$ cat config.mk
export PLATFORM = sky130hd
export DESIGN_NAME = weight_tile_scheduler
export DESIGN_NICKNAME = d
export VERILOG_FILES = /design/src/rtl/weight_sched_pkg.sv /design/src/rtl/wts_watchdog.sv /design/src/rtl/weight_tile_scheduler.sv
export SDC_FILE = /design/constraint.sdc
export NUM_CORES = 1
export LEC_CHECK = 0
export BUFFER_PORTS_ARGS = -buffer_cell sky130_fd_sc_hd__buf_2
export CAP_MARGIN = 20
export CORE_AREA = 5 5 84 86
export DETAILED_ROUTE_END_ITERATION = 6
export DIE_AREA = 0 0 89 91
export GPL_TIMING_DRIVEN = 1
export PLACE_DENSITY = 0.79
export REMOVE_ABC_BUFFERS = 1
export SLEW_MARGIN = 20
export SYNTH_ARGS = -nofsm -noshare
export SYNTH_HDL_FRONTEND = slang
export SYNTH_SLANG_ARGS = --single-unit
$ cat constraint.sdc
create_clock -name clk -period 7.9 [get_ports clk]
set_input_delay 1.58 -clock clk [delete_from_list [all_inputs] [get_ports clk]]
set_output_delay 1.58 -clock clk [all_outputs]
set_load 0.1 [all_outputs]
$ cat src/rtl/weight_sched_pkg.sv
// Shared types and constants for the weight tile scheduler.
package weight_sched_pkg;

    localparam int WTS_ADDR_W = 9;
    localparam int WTS_TILE_W = 5;
    localparam int BRAM_DEPTH = 512;

    typedef enum logic [2:0] {
        S_IDLE,
        S_ISSUE,
        S_WAIT_DONE,
        S_WAIT_PE,
        S_FINISH
    } wts_state_e;

endpackage

$ cat src/rtl/wts_watchdog.sv
// Cycle counter for WAIT_DONE; expired fires on the LIMIT-th enabled cycle after clr.
module wts_watchdog #(
    parameter int LIMIT = 1023
) (
    input  logic clk,
    input  logic rst_n,
    input  logic clr,
    input  logic en,
    output logic expired
);

    localparam int CW = $clog2(LIMIT + 1);

    logic [CW-1:0] cnt;

    always_ff @(posedge clk or negedge rst_n) begin
        if (!rst_n)   cnt <= '0;
        else if (clr) cnt <= '0;
        else if (en)  cnt <= cnt + CW'(1);
    end

    assign expired = en && (cnt == CW'(LIMIT - 1));

endmodule

$ cat src/rtl/weight_tile_scheduler.sv
// Walks one layer's weight tiles, issuing address windows to the BRAM read controller.
// Optional WAIT_DONE watchdog enabled by defining WTS_TIMEOUT_EN.
module weight_tile_scheduler
    import weight_sched_pkg::*;
#(
    parameter int ADDR_W  = WTS_ADDR_W,
    parameter int TILE_W  = WTS_TILE_W,
    parameter int TIMEOUT = 1023
) (
    input  logic              clk,
    input  logic              rst_n,
    input  logic              layer_start,
    input  logic [ADDR_W-1:0] base_addr,
    input  logic [ADDR_W-1:0] tile_len,
    input  logic [TILE_W-1:0] num_tiles,
    input  logic              pe_ready,
    input  logic              ctrl_done,
    output logic              ctrl_start,
    output logic [ADDR_W-1:0] ctrl_addr_start,
    output logic [ADDR_W-1:0] ctrl_addr_end,
    output logic [TILE_W-1:0] tile_idx,
    output logic              busy,
    output logic              layer_done,
    output logic              err
);

    wts_state_e        state;
    logic [ADDR_W:0]   cur_addr;   // one extra bit so the address past the BRAM end is visible
    logic [ADDR_W-1:0] len_q;
    logic [TILE_W-1:0] num_q;
    logic [ADDR_W:0]   end_addr;

    assign end_addr = cur_addr + {1'b0, len_q} - (ADDR_W+1)'(1);

`ifdef WTS_TIMEOUT_EN
    logic wd_expired;

    wts_watchdog #(.LIMIT(TIMEOUT)) u_wd (
        .clk     (clk),
        .rst_n   (rst_n),
        .clr     (state == S_ISSUE),
        .en      (state == S_WAIT_DONE),
        .expired (wd_expired)
    );
`else
    logic [31:0] unused_timeout;
    assign unused_timeout = TIMEOUT;
`endif

    always_ff @(posedge clk or negedge rst_n) begin
        if (!rst_n) begin
            state           <= S_IDLE;
            cur_addr        <= '0;
            len_q           <= '0;
            num_q           <= '0;
            ctrl_start      <= 1'b0;
            ctrl_addr_start <= '0;
            ctrl_addr_end   <= '0;
            tile_idx        <= '0;
            busy            <= 1'b0;
            layer_done      <= 1'b0;
            err             <= 1'b0;
        end else begin
            ctrl_start <= 1'b0;
            layer_done <= 1'b0;
            case (state)
                S_IDLE: begin
                    busy <= 1'b0;
                    if (layer_start) begin
                        len_q    <= tile_len;
                        num_q    <= num_tiles;
                        cur_addr <= {1'b0, base_addr};
                        tile_idx <= '0;
                        err      <= 1'b0;
                        busy     <= 1'b1;
                        state    <= (num_tiles == '0 || tile_len == '0) ? S_FINISH : S_ISSUE;
                    end
                end
                S_ISSUE: begin
                    if (end_addr[ADDR_W]) begin
                        err   <= 1'b1;
                        busy  <= 1'b0;
                        state <= S_IDLE;
                    end else begin
                        ctrl_addr_start <= cur_addr[ADDR_W-1:0];
                        ctrl_addr_end   <= end_addr[ADDR_W-1:0];
                        ctrl_start      <= 1'b1;
                        state           <= S_WAIT_DONE;
                    end
                end
                S_WAIT_DONE: begin
                    if (ctrl_done) begin
                        cur_addr <= {1'b0, ctrl_addr_end} + (ADDR_W+1)'(1);
                        if (tile_idx == num_q - TILE_W'(1)) begin
                            state <= S_FINISH;
                        end else begin
                            tile_idx <= tile_idx + TILE_W'(1);
                            state    <= S_WAIT_PE;
                        end
                    end
`ifdef WTS_TIMEOUT_EN
                    else if (wd_expired) begin
                        err   <= 1'b1;
                        busy  <= 1'b0;
                        state <= S_IDLE;
                    end
`endif
                end
                S_WAIT_PE: begin
                    if (pe_ready) state <= S_ISSUE;
                end
                S_FINISH: begin
                    // busy stays up here and drops one cycle after the done pulse
                    layer_done <= 1'b1;
                    state      <= S_IDLE;
                end
                default: state <= S_IDLE;
            endcase
        end
    end

endmodule

# Word-level counts from Yosys, hierarchy flattened
# Cells that the tools add are included.
dict set report totals {
  regBits 54
  output_inout_bits 27
  in_bits 28
  word_cells 63
}
dict set report classes {
  mux 23
  n_eq_ne 10
  reduce_logical 13
  n_bitwise 1
  add_sub_neg 5
}
# operator count
set ops {}
lappend ops {{10-bit two-way mux} 2}
lappend ops {{10-bit case mux with 2 select lines} 1}
lappend ops {{3-bit two-way mux} 5}
lappend ops {{5-bit two-way mux} 3}
lappend ops {{3-bit case mux with 4 select lines} 1}
lappend ops {{10-bit by 9-bit adder with 10-bit output} 1}
lappend ops {{9-bit by 1-bit adder with 10-bit output, second input constant} 1}
lappend ops {{2-bit != test, second input constant} 5}
lappend ops {{5-bit case mux with 2 select lines} 1}
lappend ops {{10-bit by 1-bit subtractor with 10-bit output, second input constant} 1}
lappend ops {{9-bit zero test} 1}
lappend ops {{3-bit AND reduction} 3}
lappend ops {{1-bit two-way mux} 7}
lappend ops {{3-bit by 2-bit == test with 1-bit output, second input constant} 2}
lappend ops {{2-bit AND reduction} 3}
lappend ops {{5-bit by 1-bit adder with 5-bit output, second input constant} 1}
lappend ops {{5-bit == test} 1}
lappend ops {{5-bit zero test} 1}
lappend ops {{5-bit by 1-bit subtractor with 5-bit output, second input constant} 1}
lappend ops {{1-bit case mux with 2 select lines} 2}
lappend ops {{4-bit AND reduction} 1}
lappend ops {{2-bit nonzero test} 2}
lappend ops {{3-bit by 1-bit == test with 1-bit output, second input constant} 1}
lappend ops {{3-bit == test, second input constant} 1}
lappend ops {{other kinds (4)} 4}

# Logic depth before layout (Yosys ltp)
dict set report depth {
  ltp_word 5
  ltp_mapped 12
  ltp_nobuf 11
}

# Worst setup path after synthesis
# Ideal clock, no wire load.
dict set report synth_timing {
  path_type {register -> register}
  from {reg cur_addr[1]}
  to {reg ctrl_addr_end[4]}
  slack_ns 4.975
  required_ns 7.774
  setup_ns 0.126
  t_arrival_ns 2.799
  synth_period_minus_slack_ns 2.925
  path_stages_with_launch 12
  path_buffers 1
  cell_sequence {dfrtp_1 inv_1 ha_1 inv_1 ha_1 fa_1 a211oi_1 o21ai_0 a31oi_1 mux2i_1 buf_2 mux2_2}
}
dict set report synth_between {
  elab_chain_cells 4
}
# element line
set synth_rtl {}
lappend synth_rtl {{start: declaration} weight_tile_scheduler.sv:28} ;# logic [ADDR_W:0] cur_addr;
lappend synth_rtl {{start signal: assignment} weight_tile_scheduler.sv:72} ;# cur_addr <= {1'b0, base_addr};
lappend synth_rtl {{start signal: assignment} weight_tile_scheduler.sv:93} ;# cur_addr <= {1'b0, ctrl_addr_end} + (ADDR_W+1)'(1);
lappend synth_rtl {{10-bit by 9-bit adder with 10-bit output *} weight_tile_scheduler.sv:33} ;# assign end_addr = cur_addr + {1'b0, len_q} - (ADDR_W+1)'(1);
lappend synth_rtl {{10-bit by 1-bit subtractor with 10-bit output *} weight_tile_scheduler.sv:33}
lappend synth_rtl {{1-bit NOT (no source line)} n/a}
lappend synth_rtl {{2-bit AND reduction (no source line)} n/a}
lappend synth_rtl {{end signal: assignment} weight_tile_scheduler.sv:86} ;# ctrl_addr_end <= end_addr[ADDR_W-1:0];
lappend synth_rtl {{end: declaration} weight_tile_scheduler.sv:20} ;# output logic [ADDR_W-1:0] ctrl_addr_end,
# Mark *: on every way between the ends. The rest lies on a longest branch, timed or not.
# A chain may end at the register's enable or synchronous reset.

# Worst setup path in the final report
dict set report layout_timing {
  from {reg cur_addr[1]}
  to {reg ctrl_addr_end[5]}
}
# Same word-level chain as after synthesis.

==> flow_summary.ini <==
[timing]
post-route-period-util_pct = 44.21
tightest_slew_ns = 0.8403
hold_violations = 0
maxSlewViolCount = 0
period_needed_ns = 3.493
clock_skew_ns = 0.01185
setup_viol = 0
fin_ws_ns = 4.407
fin_setup_tns_ns = 0
max_slew_margin_pct = 43.98
fmax_ghz = 0.2863
rsz0062_at_grt = no

[placed_design]
hpwlAfterDp_mm = 5.019
gp_congestion = 0.7961
pre_cts_slack_ns = 4.243
io_buffers = 54

[run]
maxCapViolations = 0

[logic_synthesis]
synth_area_leaders = dfrtp_1, ha_1, mux2_2, inv_1, o21ai_0
async_flop_share_pct = 100.0
synth_mux_area_share_pct = 8.378
synth-edff-count = 0
syn-cell-area_sq_mm = 0.003032
synth_cells = 314
synth-seq-cells = 54
yosys.area.top_type = dfrtp_1
synthAdderAreaFrac_pct = 8.915
ys_seq_area_share_pct = 44.57
synthXorXnorAreaFrac_pct = 5.778
post_synth_num_cell_types = 45
yosys.area_share.simple_pct = 12.26
synth_top_area_share_pct = 44.57
ys.warnings.count = 0
synth_compound_area_share_pct = 13.12
synth_flop_cell = dfrtp_1
ys_top_cells_by_count = dfrtp_1, inv_1, nand2_1, o21ai_0, ha_1
synth_top_family_by_area = compound AO/OA/AOI/OAI gates
postSynthAreaPerCell_sq_um = 9.655
yosysMostFrequentCell = dfrtp_1

[clock_network]
cts_resized = 0
post-cts-setup-buffers = 0
cts_tree = yes
cts_num_sinks = 54
clk-insertion-delay-late_ns = 0.32
clk_transition_reported_paths_ns = 0.11
clockRootBuffer = clkbuf_8
cts_hold_buffers = 0
clockBufferDepth = 2
htreeDepth = 2
cts_inserted_buffers = 5

[global_routing]
grt_overflow = 0
antenna_found_initial = 0
grt_pass1_vias = 2372
grt_max_degree = 55
grt_usage_pct = 17.73
grt_first_pass_wirelength_mm = 11.25

[route]
drtIter0Drc = 160
routed_via_density = 5.303
drtAntennaViolNets = 0
vias = 2360
drc = 0
dr.pass1.iters = 4
wl_per_cell_um = 14.96
wirelength_mm = 6.659

[critical_path]
crit_family = adder cells
cp-start-kind = flip-flop
cp.required_ns = 8.10
cp_max_fo = 17
crit_path_max_incr_delay_ns = 0.51
cp.arrival_ns = 3.69
worstSetupPathType = flip-flop to flip-flop
crit_chain = inv_1, ha_1, inv_1, ha_1, fa_1, a211oi_1, o21ai_0, a31oi_1, mux2i_2, buf_4, mux2_2
worst_path_max_delay_cell = mux2i_2
cp-end-kind = flip-flop
critPathBufInv = 3

[cells_and_area]
areaGrowthSynthToFinish_pct = 14.44
finalNetCount = 416
drive_gt1_share_pct = 24.18
antenna_cells = 0

[run_status]
status = complete, no violations

[floorplanning]
die_y_um = 91
num_io_pins = 55
rows = 29
die_area_sq_mm = 0.008099
core_sq_mm = 0.006205
start_util_pct = 48.86
dieWidth_um = 89

[hold_path]
hold_path.class = flip-flop to flip-flop
-- logic make-up after synthesis --
kind of cell,Yosys count
adders and majority gates,21
and+or+nand+nor,78
DFF,54
buffers and inverters,54
AOI/OAI and AO/OA,64
xor gates and xnor gates,20
muxes,23
-- layer usage --
layer,part of all wire [%],up-vias,routed length (um),track usage [%]
met1,43,1128,2881,23.86
met2,50,55,3342,28.34
li1,-,1167,-,-
met4,2.0,0,135,5.459
met3,4.5,10,300,4.072
met5,0,-,0,0
-- area by class of cell --
cell class,count,area (sq um)
fill,579,2735
multi-input combinational,206,1478
sequential,54,1351
timing repair buffer,57,292.8
inverter,43,161.4
tap,77,96.34
clock buffer,5,68.82
clock inverter,3,21.27
-- path summary, 6_finish.rpt --
check	start	endpoint	slack, ns	cells past startpoint
min in group asynchronous	rst_n	num_q[2]$_DFFE_PN0P_	1.35	2
min	busy$_DFFE_PN0P_	busy$_DFFE_PN0P_	0.48	1
max reg2reg	cur_addr[1]$_DFFE_PN0P_	ctrl_addr_end[5]$_DFFE_PN0P_	4.41	11
max	cur_addr[1]$_DFFE_PN0P_	ctrl_addr_end[5]$_DFFE_PN0P_	4.41	11
max in group asynchronous	rst_n	ctrl_addr_end[4]$_DFFE_PN0P_	6.06	2
min reg2reg	busy$_DFFE_PN0P_	busy$_DFFE_PN0P_	0.48	1
-- layout by cell type (no fill, tap or decap), drive strengths merged, types with 3 or more instances in the layout --
cell,instances
nand2,31
buf,57
nor3,5
ha,20
clkbuf,5
a21o,5
a21oi,15
mux2i,4
or3,3
dfrtp,54
xor2,7
inv,43
xnor2,13
mux2,19
nor2,18
nand4,3
nand3,8
o21ai,28
-- flip-flops by register name, indices dropped and copies added, names as in the netlist --
| register | count |
|---|---|
| busy | 1 |
| tile_idx | 5 |
| len_q | 9 |
| state | 3 |
| ctrl_addr_start | 9 |
| ctrl_start | 1 |
| ctrl_addr_end | 9 |
| err | 1 |
| cur_addr | 10 |
| layer_done | 1 |
| num_q | 5 |
-- metrics by stage --
stage	instances	instance area [sq um]	hold WS [ns]	util, %
2_1_floorplan	303	2982	0.4659	-
3_3_place_gp	437	3379	0.4540	54.47
3_5_place_dp	437	3379	0.4619	54.47
4_1_cts	445	3470	0.4859	55.92
5_1_grt	445	3470	0.5257	55.92
6_report	445	3470	0.4803	55.92
Power is not shown: default switching activity piles up to over one toggle a cycle in this logic, so the estimate is an artifact.
